`config.mk`:
```
export PLATFORM = sky130hd
export DESIGN_NAME = prog_ram_loader_flat
export DESIGN_NICKNAME = d
export VERILOG_FILES = /design/src/rtl/prog_ram_pkg.sv /design/src/rtl/prog_ram_if.sv /design/src/rtl/prog_ram_btn_debounce.sv /design/src/rtl/prog_ram_loader.sv /design/src/flat_wrapper.sv
export SDC_FILE = /design/constraint.sdc
export NUM_CORES = 1
export LEC_CHECK = 0
export BUFFER_PORTS_ARGS = -buffer_cell sky130_fd_sc_hd__buf_2
export CORE_UTILIZATION = 62
export DETAILED_ROUTE_END_ITERATION = 8
export PLACE_DENSITY = 0.9
export SYNTH_ARGS = -nofsm -noshare
export SYNTH_HDL_FRONTEND = slang
export SYNTH_SLANG_ARGS = --single-unit
```
`constraint.sdc`:
```
create_clock -name pin_clock -period 2.19 [get_ports pin_clock]
set_input_delay 0.219 -clock pin_clock [delete_from_list [all_inputs] [get_ports pin_clock]]
set_output_delay 0.219 -clock pin_clock [all_outputs]
set_load 0.01 [all_outputs]
```
`src/rtl/prog_ram_pkg.sv`:
```
// ============================================================================
// Module      : prog_ram_pkg
// Description : Shared types and constants for the switch-programmable
//               program RAM loader (including the demo preload image).
// Revision    : 1.0 - initial release
// ============================================================================
`default_nettype none

package prog_ram_pkg;

    typedef enum logic [1:0] {
        LOAD_HI = 2'd0,
        LOAD_LO = 2'd1,
        RUN     = 2'd2
    } loader_state_t;

    typedef logic [3:0] nibble_t;
    typedef logic [7:0] instr_t;

    localparam int PROG_DEPTH = 16;

    localparam instr_t PRELOAD_IMAGE [PROG_DEPTH] = '{
        8'hBC, 8'h43, 8'h90, 8'h86, 8'hA0, 8'h1C, 8'h90, 8'h00,
        8'h00, 8'h00, 8'h00, 8'h00, 8'h00, 8'h00, 8'h00, 8'h00
    };

    // First free slot after the demo program
    localparam nibble_t PRELOAD_NEXT_ADDR = 4'd7;

endpackage

`default_nettype wire

```
`src/rtl/prog_ram_if.sv`:
```
// ============================================================================
// Module      : prog_ram_if
// Description : CPU-side instruction fetch port of the program RAM loader.
// Revision    : 1.0 - initial release
// ============================================================================
`default_nettype none

interface prog_ram_if;
    import prog_ram_pkg::*;

    nibble_t cpu_addr;
    instr_t  cpu_data;
    logic    cpu_hold;

    modport master (output cpu_addr, input  cpu_data, input  cpu_hold);
    modport slave  (input  cpu_addr, output cpu_data, output cpu_hold);

endinterface

`default_nettype wire

```
`src/rtl/prog_ram_btn_debounce.sv`:
```
// ============================================================================
// Module      : btn_debounce
// Description : Synchroniser chain followed by a stable-level debouncer.
// Revision    : 1.0 - initial release
// ============================================================================
`default_nettype none

module btn_debounce #(
    parameter int   SYNC_STAGES     = 2,
    parameter int   DEBOUNCE_CYCLES = 240000,
    parameter logic RESET_LEVEL     = 1'b0
) (
    input  wire logic pin_clock,
    input  wire logic pin_n_reset,
    input  wire logic raw_i,
    output logic      level_o
);

    localparam int CNT_W = $clog2(DEBOUNCE_CYCLES);

    logic [SYNC_STAGES-1:0] sync_q;
    logic [CNT_W-1:0]       cnt_q;
    logic                   level_q;
    logic                   w_sample;

    assign w_sample = sync_q[SYNC_STAGES-1];
    assign level_o  = level_q;

    always_ff @(posedge pin_clock or negedge pin_n_reset) begin
        if (!pin_n_reset) begin
            sync_q  <= {SYNC_STAGES{RESET_LEVEL}};
            cnt_q   <= '0;
            level_q <= RESET_LEVEL;
        end else begin
            sync_q <= {sync_q[SYNC_STAGES-2:0], raw_i};
            // Any return to the accepted level restarts the stability window
            if (w_sample == level_q) begin
                cnt_q <= '0;
            end else if (cnt_q == CNT_W'(DEBOUNCE_CYCLES - 1)) begin
                level_q <= w_sample;
                cnt_q   <= '0;
            end else begin
                cnt_q <= cnt_q + 1'b1;
            end
        end
    end

endmodule

`default_nettype wire

```
`src/rtl/prog_ram_loader.sv`:
```
// ============================================================================
// Module      : prog_ram_loader
// Description : 16x8 program RAM entered nibble-by-nibble from switches,
//               served to the CPU in RUN mode. Macro PROG_RAM_PRELOAD_EN
//               selects the demo program as reset contents.
// Revision    : 1.0 - initial release
// ============================================================================
`default_nettype none

module prog_ram_loader
    import prog_ram_pkg::*;
#(
    parameter int DEBOUNCE_CYCLES = 240000,
    parameter int SYNC_STAGES     = 2
) (
    input  wire logic    pin_clock,
    input  wire logic    pin_n_reset,
    input  wire nibble_t pin_switch,
    input  wire logic    pin_n_write,
    input  wire logic    pin_run,
    prog_ram_if.slave    cpu,
    output nibble_t      load_addr,
    output nibble_t      disp_nibble
);

`ifdef PROG_RAM_PRELOAD_EN
    localparam instr_t  RESET_IMAGE [PROG_DEPTH] = PRELOAD_IMAGE;
    localparam nibble_t RESET_ADDR = PRELOAD_NEXT_ADDR;
`else
    localparam instr_t  RESET_IMAGE [PROG_DEPTH] = '{default: 8'h00};
    localparam nibble_t RESET_ADDR = 4'd0;
`endif

    logic          w_wr_lvl, w_run_lvl, w_wr_pulse, w_mem_we;
    logic          wr_prev_q;
    nibble_t       sw_sync_q [SYNC_STAGES];
    nibble_t       w_sw;
    loader_state_t state_q, state_d;
    nibble_t       load_addr_q, load_addr_d;
    nibble_t       hi_nib_q, hi_nib_d;
    logic          hold_q;
    instr_t        mem_q [PROG_DEPTH];

    btn_debounce #(
        .SYNC_STAGES(SYNC_STAGES), .DEBOUNCE_CYCLES(DEBOUNCE_CYCLES), .RESET_LEVEL(1'b1)
    ) u_write_db (
        .pin_clock(pin_clock), .pin_n_reset(pin_n_reset), .raw_i(pin_n_write), .level_o(w_wr_lvl)
    );

    btn_debounce #(
        .SYNC_STAGES(SYNC_STAGES), .DEBOUNCE_CYCLES(DEBOUNCE_CYCLES), .RESET_LEVEL(1'b0)
    ) u_run_db (
        .pin_clock(pin_clock), .pin_n_reset(pin_n_reset), .raw_i(pin_run), .level_o(w_run_lvl)
    );

    assign w_wr_pulse = wr_prev_q & ~w_wr_lvl;
    assign w_sw       = sw_sync_q[SYNC_STAGES-1];

    always_comb begin
        state_d     = state_q;
        load_addr_d = load_addr_q;
        hi_nib_d    = hi_nib_q;
        w_mem_we    = 1'b0;
        case (state_q)
            LOAD_HI: begin
                if (w_run_lvl) begin
                    state_d = RUN;
                end else if (w_wr_pulse) begin
                    hi_nib_d = w_sw;
                    state_d  = LOAD_LO;
                end
            end
            LOAD_LO: begin
                // Run wins over a coincident press; the pending high nibble is dropped
                if (w_run_lvl) begin
                    state_d = RUN;
                end else if (w_wr_pulse) begin
                    w_mem_we    = 1'b1;
                    load_addr_d = load_addr_q + 4'd1;
                    state_d     = LOAD_HI;
                end
            end
            RUN: begin
                if (!w_run_lvl) begin
                    state_d     = LOAD_HI;
                    load_addr_d = 4'd0;
                end
            end
            default: state_d = LOAD_HI;
        endcase
    end

    always_ff @(posedge pin_clock or negedge pin_n_reset) begin
        if (!pin_n_reset) begin
            for (int i = 0; i < SYNC_STAGES; i++) sw_sync_q[i] <= 4'd0;
            for (int i = 0; i < PROG_DEPTH; i++)  mem_q[i]     <= RESET_IMAGE[i];
            wr_prev_q   <= 1'b1;
            state_q     <= LOAD_HI;
            load_addr_q <= RESET_ADDR;
            hi_nib_q    <= 4'd0;
            hold_q      <= 1'b1;
        end else begin
            sw_sync_q[0] <= pin_switch;
            for (int i = 1; i < SYNC_STAGES; i++) sw_sync_q[i] <= sw_sync_q[i-1];
            if (w_mem_we) mem_q[load_addr_q] <= {hi_nib_q, w_sw};
            wr_prev_q   <= w_wr_lvl;
            state_q     <= state_d;
            load_addr_q <= load_addr_d;
            hi_nib_q    <= hi_nib_d;
            hold_q      <= (state_d != RUN);
        end
    end

    always_comb begin
        case (state_q)
            LOAD_HI: disp_nibble = load_addr_q;
            LOAD_LO: disp_nibble = hi_nib_q;
            default: disp_nibble = 4'd0;
        endcase
    end

    assign load_addr    = load_addr_q;
    assign cpu.cpu_hold = hold_q;
    assign cpu.cpu_data = mem_q[cpu.cpu_addr];

endmodule

`default_nettype wire

```
`src/flat_wrapper.sv`:
```
// flat-port wrapper written by rule: the top's interface ports become plain ports
module prog_ram_loader_flat import prog_ram_pkg::*;
#(
    parameter int DEBOUNCE_CYCLES = 240000,
    parameter int SYNC_STAGES     = 2
)
  (pin_clock, pin_n_reset, pin_switch, pin_n_write, pin_run, load_addr, disp_nibble, cpu_cpu_addr, cpu_cpu_data, cpu_cpu_hold);
  prog_ram_if cpu_i ();
  input  wire logic pin_clock;
  input  wire logic pin_n_reset;
  input  wire nibble_t pin_switch;
  input  wire logic pin_n_write;
  input  wire logic pin_run;
  output nibble_t load_addr;
  output nibble_t disp_nibble;
  input wire logic [$bits(cpu_i.cpu_addr)-1:0] cpu_cpu_addr;
  output wire logic [$bits(cpu_i.cpu_data)-1:0] cpu_cpu_data;
  output wire logic [$bits(cpu_i.cpu_hold)-1:0] cpu_cpu_hold;
  assign cpu_i.cpu_addr = cpu_cpu_addr;
  assign cpu_cpu_data = cpu_i.cpu_data;
  assign cpu_cpu_hold = cpu_i.cpu_hold;
  prog_ram_loader #(.DEBOUNCE_CYCLES(DEBOUNCE_CYCLES), .SYNC_STAGES(SYNC_STAGES)) u_core (.pin_clock(pin_clock), .pin_n_reset(pin_n_reset), .pin_switch(pin_switch), .pin_n_write(pin_n_write), .pin_run(pin_run), .cpu(cpu_i), .load_addr(load_addr), .disp_nibble(disp_nibble));
endmodule
```
### Word level (Yosys, flattened, before mapping)

Index checks and enable logic that the tools add are counted.

| operators by class | value |
|---|---|
| mux-type cells | 24 |
| equal/unequal tests | 10 |
| $add $sub $neg | 3 |
| $lt $le $gt $ge | 3 |
| bitwise logic cells | 7 |
| reductions and logical operators | 7 |

Operator list:

| kind | count |
|---|---|
| $bwmux 128 | 1 |
| $mux 18 | 4 |
| $add 18x1->18 const B | 2 |
| $eq 18x18->1 const B | 2 |
| $bmux 8 s4 | 1 |
| $demux 8 s4 | 1 |
| $mux 8 | 3 |
| $pmux 4 s2 | 2 |
| $mux 4 | 3 |
| $ge 5x5->1 const B | 2 |
| $mux 2 | 5 |
| $not 4->5 | 2 |
| $ne 2x2->1 const B | 3 |
| $pmux 2 s3 | 1 |
| $lt 5x1->1 const B | 1 |
| $add 4x1->4 const B | 1 |
| $not 1->1 | 4 |
| $reduce_and 2->1 | 2 |
| $reduce_and 4->1 | 1 |
| $mux 1 | 3 |
| $reduce_and 3->1 | 1 |
| $eq 1x1->1 | 2 |
| $eq 2x1->1 const B | 1 |
| $eq 2x2->1 const B | 1 |
| 5 further kinds | 5 |

| storage, ports and cells | value |
|---|---|
| output and inout port bits | 17 |
| flip-flop bits (word level) | 190 |
| word-level logic and storage cells | 83 |

### Longest topological paths before layout

Gate-level depths: netlist of run 1.

| logic depth | value |
|---|---|
| depth in word-level cells | 6 |
| gate-level depth with buffers | 7 |

### Hierarchy

Synthesis of run 1 repeated with hierarchy kept, for this count alone.

| unflattened totals | value |
|---|---|
| cell total of the unflattened synthesis | 622 |
| area total of the unflattened synthesis | 8,977.4 µm² |

By module, submodules not included:

| module | area each (µm²) | cells an instance | seq. area each (µm²) | instances |
|---|---|---|---|---|
| prog_ram_loader | 6,871.6 | 424 | 3,706.1 | 1 |
| btn_debounce at u_core.u_write_db | 1,054.8 | 99 | 529.3 | 1 |
| btn_debounce at u_core.u_run_db | 1,051.0 | 99 | 525.5 | 1 |

### Worst setup path after synthesis of run 1

OpenSTA, ideal clock, no wires.

| timing path | value |
|---|---|
| path kind | reg-to-reg |
| start point | reg u_core.u_run_db.level_q (netlist: u_core.u_run_db.level_o) |
| end point | reg u_core.mem_q[16] (netlist name) |
| path slack | 0.353 ns |
| cell stages (with the launch flop) | 8 |
| library setup time | 0.125 ns |
| arrival time | 1.712 ns |
| period minus slack after synthesis | 1.837 ns |
| cells stage by stage | dfrtp_1 > buf_6 > nand4bb_4 > buf_6 > nor3b_4 > and3_1 > buf_6 > mux2_4 |

| between the ends | value |
|---|---|
| cells in the longest elaborated chain, start to end | 2 |

Ends and longest elaborated chain:

| item | line | text |
|---|---|---|
| from (decl) | prog_ram_btn_debounce.sv:23 | `logic level_q;` |
| from (signal assigned) | prog_ram_btn_debounce.sv:40 | `level_q <= w_sample;` |
| $mux 1 | prog_ram_loader.sv:75 | `if (w_run_lvl) begin` |
| $mux 1 | prog_ram_loader.sv:64 | `case (state_q)` |
| to (signal, indexed assignment) | prog_ram_loader.sv:105 | `if (w_mem_we) mem_q[load_addr_q] <= {hi_nib_q, w_sw};` |
| to (decl) | prog_ram_loader.sv:42 | `instr_t mem_q [PROG_DEPTH];` |

Every way passes these cells.
A chain may end at the register's enable or synchronous reset.

### Worst setup path in the final report of run 1

| timing path | value |
|---|---|
| start point | reg u_core.mem_q[102] (netlist name) |
| end point | out cpu_cpu_data[6] |

| between the ends | value |
|---|---|
| cells in the longest elaborated chain, start to end | 3 |

Ends and longest elaborated chain:

| item | line | text |
|---|---|---|
| $bmux 8 s4 | prog_ram_loader.sv:124 | `assign cpu.cpu_data = mem_q[cpu.cpu_addr];` |
| $mux 8 (implied by the code) (2 in a row) | prog_ram_loader.sv:124 |  |
| to (decl) | flat_wrapper.sv:17 | `output wire logic [$bits(cpu_i.cpu_data)-1:0] cpu_cpu_data;` |

Every way passes these cells. The select of a mux whose other input is x is not followed.

==> results of run 1 <==
## sequential cells by signal, indices dropped and copies added (netlist names), 4 cells and up
name and count:
u_core.hi_nib_q 4, u_core.u_write_db.cnt_q 18, u_core.mem_q 128, u_core.u_run_db.cnt_q 18, u_core.w_sw 4, u_core.sw_sync_q 4
u_core.load_addr 4
## cell type report
type / instances / area, µm² / share of cell area
Clock buffer: 22 / 484 / 0.0490
Multi-Input combinational cell: 397 / 3800 / 0.385
Inverter: 12 / 45.0 / 0.00456
Tap cell: 180 / 225 / 0.0228
Timing Repair Buffer: 56 / 427 / 0.0432
Clock inverter: 10 / 133 / 0.0134
Sequential cell: 190 / 4760 / 0.482
## cell usage in the layout, fill, tap and decap left out, types with 3 or more instances in the layout
cell           count
a21oi_1            7
a22oi_1           16
and3_1             7
buf_12             4
buf_2             27
buf_4             17
bufinv_16          3
clkbuf_16         17
clkbuf_8           5
clkinv_2           5
dfrtp_1          185
dfstp_2            5
dlygate4sd3_1      7
ha_1               6
inv_1             12
mux2_1            16
mux2_2           103
mux2_4            16
mux2i_1            4
mux4_2            32
nand2_1           15
nand2_2           12
nand3_1           16
nand4_1           13
nor2_1            53
nor2b_1            3
nor3_1             9
nor3b_4            4
nor4_1             8
o22ai_1            3
xnor2_1           25
xor2_1             7
## cell families after synthesis
family,share of synthesized area
buffers and inverters,0.0244
AO/OA/AOI/OAI,0.0254
XOR/XNOR,0.0319
flip-flops,0.542
multiplexers,0.267
adder cells (fa/ha/maj),0.00855
AND/OR/NAND/NOR,0.101
## what timing repair did
item	CTS	global route
hold buffers	7	0
endpoints found under the setup margin	0	0
endpoints found under the hold margin	70	0
## power by group through the flow
stage / logic (mW) / clock network, mW / registers [mW]
after floorplan: 0.0917 / 0 / 3.61
after global placement: 0.202 / 0 / 3.63
after detailed placement: 0.211 / 0 / 3.63
after CTS: 0.222 / 3.26 / 3.57
after global routing: 0.243 / 3.40 / 3.57
final: 0.216 / 3.21 / 3.57
## routing by layer
layer,up-vias,wire length (µm),track usage
met3,30,933,0.0536
met1,2834,7950,0.375
met4,0,412,0.0988
met2,180,9530,0.466
met5,-,0,0
li1,2372,-,-
## per-stage QoR
stage / worst slack [ns] / cell area (µm²)
after floorplan: 0.353 / 8780
after detailed placement: 0.216 / 9190
after CTS: 0.172 / 9880
after global placement: 0.312 / 9190
after global routing: 0.0885 / 9880
final: 0.167 / 9880
## cells in the mapped netlist (all sizes together) (5+ instances only)
cell type	instances
nor2	53
xnor2	25
mux2	135
nand2	27
inv	12
clkbuf	19
nor3b	5
mux4	32
a22oi	16
nor3	9
ha	6
xor2	7
a21oi	7
dfstp	5
nand4	13
nand3	17
nor4	10
and3	7
buf	14
dfrtp	185
## worst reg2reg max path, cell delays in order, from the launching register on
cell	delay, ns
dfstp_2	0.55
nand4bb_4	0.24
nor3b_4	0.25
and3_1	0.44
mux2_1	0.38
## worst paths after layout
check / end / slack, ns / depth (start not counted)
max in group asynchronous: u_core.wr_prev_q / 1.10 / 3
max reg2reg: u_core.mem_q[15] / 0.21 / 4
min reg2reg: u_core.w_sw[0] / 0.35 / 0
min: u_core.w_sw[0] / 0.35 / 0
max: cpu_cpu_data[6] / 0.17 / 4
min in group asynchronous: u_core.w_sw[1] / 0.37 / 2
==> flow_summary_export.csv, run 1 <==
group,metric,value,unit
floorplan,die_y,121,µm
timing,hold_ws,0.349,ns
clock_network,cts_tree,"done",
power_and_ir_drop,ir_drop,0.547,mV
synth,syn_area_per_cell,13.9,µm²
floorplan,initial_core_util,0.635,
power_and_ir_drop,power.density,708,nW/µm²
worst_setup_path,crit_buf_inv,1,
synth,syn_inst,632,
worst_setup_path,crit_family,"multiplexers",
synth,synthFlopType,"dfrtp_1",
synth,syn_nets,650,
routing,drtPass1Iterations,5,
synth,ys_seq_area_frac,0.542,
clock_network,root_buffer,"clkbuf_16",
clock_network,clock_path_buffers,2,
routing,wl_per_cell,21.7,µm
clock_network,clock_latency,0.43,ns
routing,route.detailed.drc,0,
power_and_ir_drop,p_switching,1.47,mW
synth,netlist.area_leader.share,0.528,
floorplan,ios,29,
flow_run,cap_violations,0,
global_routing,gr-total-overflow,0,
worst_setup_path,crit_path_max_incr_delay,0.48,ns
worst_setup_path,path_max_fanout,2,
power_and_ir_drop,swShare,0.210,
routing,viasPerCell,6.25,
timing,finalHoldViolCount,0,
global_routing,grt_max_degree,69,
timing,layout_min_cycle_time,2.02,ns
routing,final_antenna_net_count,0,
clock_network,cts.clk_slew.worst_paths,0.07,ns
synth,synth.distinct_cells,48,
timing,worstMarginPinSlew,0.797,ns
finish,fin_util,0.714,
worst_setup_path,cp-end-kind,"primary output",
power_and_ir_drop,power.leakage,4.65,nW
finish,drive_gt1_frac,0.377,
timing,drv_slew,0,
clock_network,cts_max_level,4,
synth,async_flop_share,1.00,
clock_network,cts_resized,0,
floorplan,die-width,121,µm
timing,setup_viol,0,
worst_hold_path,min-delay-path-class,"reg2reg",
worst_setup_path,crit_arrival,1.80,ns
place,dp.cells,828,
worst_setup_path,path_cells,"mux4_2, a22oi_1, nand2_1, buf_2",
place,dp_hpwl,11900,µm
finish,area_growth,12.5,%
timing,fmax,494,MHz
finish,stdcell_count,867,
power_and_ir_drop,internal_power,5.52,mW
power_and_ir_drop,clkPwrFrac,0.459,
synth,syn_area,8780,µm²
global_routing,antenna_found_initial,0,
global_routing,grt_pass1_vias,5672,
worst_setup_path,start_kind,"flip-flop",
finish,finalNetCount,692,
synth,synth-warning-count,0,
timing,max-slew-margin-rel,0.469,
power_and_ir_drop,p_comb_frac,0.031,
worst_setup_path,crit_slowest_cell,"mux4_2",
timing,fin_worst_skew,0.00889,ns
synth,synth_area_leader_cell,"dfrtp_1",
routing,num_vias,5416,
clock_network,clock_sinks,190,
outcome,status,"finished clean",
power_and_ir_drop,power,6.99,mW
worst_setup_path,critical_path_class,"reg2out",
clock_network,cts-buffers-inserted,17,
synth,yosys_register_bits,190,
place,io_buffers,28,
routing,drt_iter0_drc,487,
global_routing,grt_first_pass_wirelength,30600,µm
routing,wl,18800,µm
worst_hold_path,hold_start,"u_core.sw_sync_q[4]",
finish,fillers,856,
synth,synth-edff-count,0,
timing,rsz0062_at_grt,"false",
power_and_ir_drop,power_frac_seq,0.510,
worst_setup_path,r2r_start,"u_core.wr_prev_q",
finish,antennaDiodeCount,0,
global_routing,grtUsageTotal,0.282,
clock_network,cts_setup_buffers,0,
timing,period_share,0.924,
worst_setup_path,required,1.97,ns
floorplan,row_count,43,
synth,netlist_top_cells_area,"dfrtp_1, mux2_2, mux4_2, mux2_4, xnor2_1",
worst_setup_path,crit_start,"u_core.mem_q[102]",
floorplan,core,13800,µm²
place,place.gp.congestion,0.813,
timing,setup_tns,0,ns
floorplan,die_area,14600,µm²
Note: power is estimated with default switching activity, not from simulation.
==> run 2: changes to the inputs <==
==> constraint.sdc (replaced) <==
create_clock -name pin_clock -period 2.1 [get_ports pin_clock]
set_input_delay 0.21 -clock pin_clock [delete_from_list [all_inputs] [get_ports pin_clock]]
set_output_delay 0.21 -clock pin_clock [all_outputs]
set_load 0.1 [all_outputs]
==> flow_summary_export.csv, run 2 (same netlist as run 1, synthesis figures left out) <==
group,metric,value,unit
outcome,status,"finished, violations left",
outcome,violations,"negative setup slack",
timing,layout_setup_ws,-0.0681,ns
floorplan,die_y,121,µm
global_routing,grt_pass1_vias,5720,
floorplan,row_count,43,
routing,viasPerCell,6.29,
clock_network,cts.clk_slew.worst_paths,0.07,ns
clock_network,clock_sinks,190,
floorplan,initial_core_util,0.635,
timing,fmax,461,MHz
timing,worstMarginPinSlew,0.692,ns
power_and_ir_drop,p_switching,1.59,mW
power_and_ir_drop,ir_drop,0.606,mV
worst_setup_path,start_kind,"flip-flop",
timing,hold_ws,0.278,ns
routing,final_antenna_net_count,0,
clock_network,cts_tree,"done",
global_routing,grt.busiest_layer,"met2",
flow_run,cap_violations,0,
power_and_ir_drop,power_frac_seq,0.515,
routing,drt_iter0_drc,482,
timing,setup_tns,-0.0694,ns
place,dp_slack,0.121,ns
clock_network,cts_max_level,4,
clock_network,clock_path_buffers,2,
finish,mostFrequentLayoutCells,"dfrtp_1, mux2_2, nor2_1",
global_routing,grt_first_pass_wirelength,31100,µm
routing,wl_per_cell,22.1,µm
place,io_buffers,28,
floorplan,die_area,14600,µm²
routing,drtPass1Iterations,4,
global_routing,grtUsageTotal,0.287,
power_and_ir_drop,power.leakage,4.68,nW
global_routing,grt_max_degree,74,
floorplan,die-width,121,µm
clock_network,root_buffer,"clkbuf_16",
timing,drv_slew,0,
global_routing,grt_util_met2,0.486,
global_routing,met3_usage,0.0578,
worst_setup_path,crit_start,"u_core.mem_q[36]",
clock_network,cts_setup_buffers,0,
place,place.gp.congestion,0.832,
clock_network,clock_latency,0.43,ns
finish,layout_commonest_cell,"dfrtp_1",
floorplan,core,13800,µm²
place,dp.cells,834,
timing,rsz0062_at_grt,"true",
worst_setup_path,critical_path_class,"reg2out",
floorplan,ios,29,
finish,area_growth,15.0,%
timing,layout_min_cycle_time,2.17,ns
global_routing,gr-total-overflow,0,
power_and_ir_drop,internal_power,5.62,mW
finish,largest_register,"u_core.mem_q",
power_and_ir_drop,clkPwrFrac,0.452,
power_and_ir_drop,p_comb_frac,0.033,
routing,wl,19300,µm
worst_setup_path,crit_arrival,1.96,ns
routing,route.detailed.drc,0,
global_routing,grt_use_met1,0.364,
worst_setup_path,cp-end-kind,"primary output",
finish,fillers,851,
routing,num_vias,5488,
timing,fin_worst_skew,0.00578,ns
power_and_ir_drop,swShare,0.220,
timing,max-slew-margin-rel,0.538,
timing,setup_viol,2,
finish,stdcell_count,873,
power_and_ir_drop,power.density,714,nW/µm²
timing,finalHoldViolCount,0,
finish,antennaDiodeCount,0,
finish,largest_reg_flops,128,
clock_network,cts-buffers-inserted,17,
worst_setup_path,required,1.89,ns
worst_setup_path,path_max_fanout,2,
place,dp_hpwl,12200,µm
global_routing,antenna_found_initial,0,
finish,largestRegisters,"u_core.mem_q x128, u_core.u_run_db.cnt_q x18, u_core.u_write_db.cnt_q x18",
worst_hold_path,min-delay-path-class,"in2async",
worst_setup_path,r2r_start,"u_core.wr_prev_q",
power_and_ir_drop,power,7.21,mW
timing,period_share,1.03,
finish,finalNetCount,698,
finish,drive_gt1_frac,0.421,
==> run 2: metal layers <==
layer  wire [µm]  share of wire  vias up
met5           0              0        -
met4         471          0.024        0
met3         948          0.049       38
met2        9920           0.51      173
met1        7940           0.41     2889
li1            -              -     2388
==> run 2: worst paths after layout <==
check,slack (ns),endpoint,cells after the start
setup reg to reg,0.23,u_core.mem_q[97],5
hold / removal,0.28,u_core.sw_sync_q[5],2
setup / recovery,-0.07,cpu_cpu_data[4],4
max in group asynchronous,1.03,u_core.u_write_db.sync_q[1],3
hold reg to reg,0.35,u_core.u_run_db.sync_q[1],0
min in group pin_clock,0.35,u_core.u_run_db.sync_q[1],0
==> run 2: repair_timing <==
action	4_1_cts	5_1_grt
resized for setup	15	8
pin swaps	2	3
hold endpoints to repair	56	0
endpoints found under the setup margin	8	6
hold buffers	7	0
==> run 2: power groups by stage <==
stage	Sequential, mW	Combinational (mW)	Clock [mW]
finish	3.72	0.236	3.26
global route	3.72	0.264	3.43
CTS	3.72	0.238	3.29
detailed placement	3.78	0.223	0
global placement	3.78	0.215	0
floorplan	3.76	0.0956	0
==> run 2: per-stage QoR <==
stage,area [µm²],utilization
3_3_place_gp,9330,0.675
3_5_place_dp,9330,0.675
4_1_cts,10100,0.727
5_1_grt,10100,0.730
2_1_floorplan,8820,-
6_report,10100,0.730
==> run 2: final cells by class <==
cell class	count	area, µm²	area share
tap	180	225	0.0223
inverter	12	45.0	0.00446
sequential	190	4760	0.472
timing repair buffer	62	554	0.0549
clock buffer	20	467	0.0462
multi-input combinational	397	3900	0.387
clock inverter	12	136	0.0135
==> run 2: critical path, stage by stage, from the launching register on <==
cell,delay [ns]
dfrtp_1,0.40
mux4_2,0.53
a22oi_2,0.30
nand2_2,0.10
buf_6,0.20
==> run 3: changes to the inputs <==
==> constraint.sdc (replaced) <==
create_clock -name pin_clock -period 2.15 [get_ports pin_clock]
set_input_delay 0.215 -clock pin_clock [delete_from_list [all_inputs] [get_ports pin_clock]]
set_output_delay 0.215 -clock pin_clock [all_outputs]
set_load 0.1 [all_outputs]
==> flow_summary_export.csv, run 3 (same netlist as run 1, synthesis figures left out) <==
group,metric,value,unit
finish,layout_commonest_cell,"dfrtp_1",
flow_run,cap_violations,0,
timing,fmax,478,MHz
place,io_buffers,28,
clock_network,clock_latency,0.43,ns
timing,hold_ws,0.335,ns
global_routing,gr-total-overflow,0,
worst_setup_path,crit_path_max_incr_delay,0.45,ns
clock_network,cts_max_level,4,
finish,finalNetCount,703,
place,place.gp.congestion,0.841,
routing,wl,19800,µm
power_and_ir_drop,clkPwrFrac,0.443,
routing,drt_iter0_drc,403,
place,dp_hpwl,12400,µm
global_routing,antenna_found_initial,0,
worst_setup_path,reg2reg_slack,0.24,ns
worst_setup_path,cp-end-kind,"primary output",
global_routing,grt_first_pass_wirelength,32200,µm
global_routing,grt_max_degree,59,
power_and_ir_drop,power.density,686,nW/µm²
routing,route.detailed.drc,0,
timing,period_share,0.972,
floorplan,ios,29,
floorplan,core,13800,µm²
timing,layout_setup_ws,0.0594,ns
worst_setup_path,path_cells,"mux4_2, a22oi_1, nand2_2, buf_4",
power_and_ir_drop,power,6.93,mW
routing,wl_per_cell,22.5,µm
worst_setup_path,r2r.worst_path.cells,5,
power_and_ir_drop,ir_drop,0.620,mV
finish,fin_util,0.730,
timing,layout_min_cycle_time,2.09,ns
clock_network,cts-buffers-inserted,17,
worst_setup_path,required,1.93,ns
worst_hold_path,min-delay-path-class,"in2async",
finish,area_growth,15.0,%
worst_setup_path,critical_path_class,"reg2out",
outcome,status,"finished clean",
floorplan,initial_core_util,0.635,
finish,largestRegisters,"u_core.mem_q x128, u_core.u_run_db.cnt_q x18, u_core.u_write_db.cnt_q x18",
finish,largest_register,"u_core.mem_q",
power_and_ir_drop,p_comb_frac,0.033,
worst_setup_path,start_kind,"flip-flop",
timing,worstMarginPinSlew,0.671,ns
timing,finalHoldViolCount,0,
timing,max-slew-margin-rel,0.553,
timing,setup_viol,0,
timing,drv_slew,0,
routing,num_vias,5560,
floorplan,die_y,121,µm
floorplan,row_count,43,
routing,final_antenna_net_count,0,
timing,fin_worst_skew,0.00720,ns
floorplan,die_area,14600,µm²
floorplan,die-width,121,µm
global_routing,grt_pass1_vias,6003,
worst_setup_path,path_max_fanout,2,
power_and_ir_drop,power.leakage,4.67,nW
clock_network,clock_path_buffers,2,
timing,rsz0062_at_grt,"false",
place,dp_slack,0.173,ns
clock_network,cts_tree,"done",
power_and_ir_drop,swShare,0.218,
finish,antennaDiodeCount,0,
power_and_ir_drop,power_frac_seq,0.524,
global_routing,grtUsageTotal,0.295,
power_and_ir_drop,p_switching,1.51,mW
clock_network,clock_sinks,190,
clock_network,root_buffer,"clkbuf_16",
finish,drive_gt1_frac,0.413,
finish,mostFrequentLayoutCells,"dfrtp_1, mux2_2, nor2_1",
timing,setup_tns,0,ns
clock_network,cts.clk_slew.worst_paths,0.06,ns
finish,largest_reg_flops,128,
worst_setup_path,crit_arrival,1.88,ns
power_and_ir_drop,internal_power,5.42,mW
worst_setup_path,crit_slowest_cell,"mux4_2",
routing,drtPass1Iterations,5,
routing,viasPerCell,6.33,
-- run 3: cell types whose count changed in the layout (fill, tap and decap cells not counted), moves of 2 or more --
cell        before  now
clkinvlp_4       0    3
buf_4           23   30
a22oi_2         11    6
buf_6            5    0
clkinv_4         6    2
a22oi_1          5   10
buf_12           8   10
clkbuf_1         0    4
-- run 3: worst max-delay path, delay by kind of cell (launching register included) --
family / cells / cell delay [ns]
and+or+nand+nor: 1 / 0.09
AOI/OAI and AO/OA: 1 / 0.27
DFF: 1 / 0.40
muxes: 1 / 0.45
buffers and inverters: 1 / 0.24
-- run 3: metrics by stage --
step / cells / instance area (µm²)
floorplan: 632 / 8830
global placement: 839 / 9410
detailed placement: 839 / 9410
CTS: 878 / 10100
global route: 878 / 10100
finish: 878 / 10100
-- run 3: metal layers --
metal | vias up | track usage | wire [µm]
met5 | - | 0 | 0
met4 | 0 | 0.101 | 333
met3 | 34 | 0.0681 | 1070
met2 | 193 | 0.497 | 10300
met1 | 2945 | 0.376 | 8110
li1 | 2388 | - | -
-- run 3: layout make-up --
type,count,area [µm²]
Timing Repair Buffer,67,604
Clock buffer,22,454
Fill cell,818,3740
Tap cell,180,225
Sequential cell,190,4760
Inverter,12,45.0
Clock inverter,10,115
Multi-Input combinational cell,397,3880
-- run 3: worst paths after layout --
check | end | start
max | cpu_cpu_data[6] | u_core.mem_q[118]
min | u_core.mem_q[90] | pin_n_reset
max reg2reg | u_core.mem_q[118] | u_core.wr_prev_q
min in group pin_clock | u_core.u_run_db.sync_q[1] | u_core.u_run_db.sync_q[0]
max in group asynchronous | u_core.mem_q[42] | pin_n_reset
min reg2reg | u_core.u_run_db.sync_q[1] | u_core.u_run_db.sync_q[0]
-- run 3: power groups by stage --
stage               clock [mW]  sequential [mW]  combinational (mW)
floorplan                    0             3.68              0.0934
global placement             0             3.69               0.208
detailed placement           0             3.70               0.217
CTS                       3.10             3.63               0.231
global route              3.26             3.63               0.255
finish                    3.07             3.63               0.228
-- run 3: repair_timing --
| item | 4_1_cts | 5_1_grt |
|---|---|---|
| setup buffers | 0 | 0 |
| endpoints found under the hold margin | 61 | 0 |
| setup endpoints to repair | 5 | 5 |
| pin swaps | 0 | 2 |
| hold buffers | 7 | 0 |
| gates resized for setup | 5 | 4 |
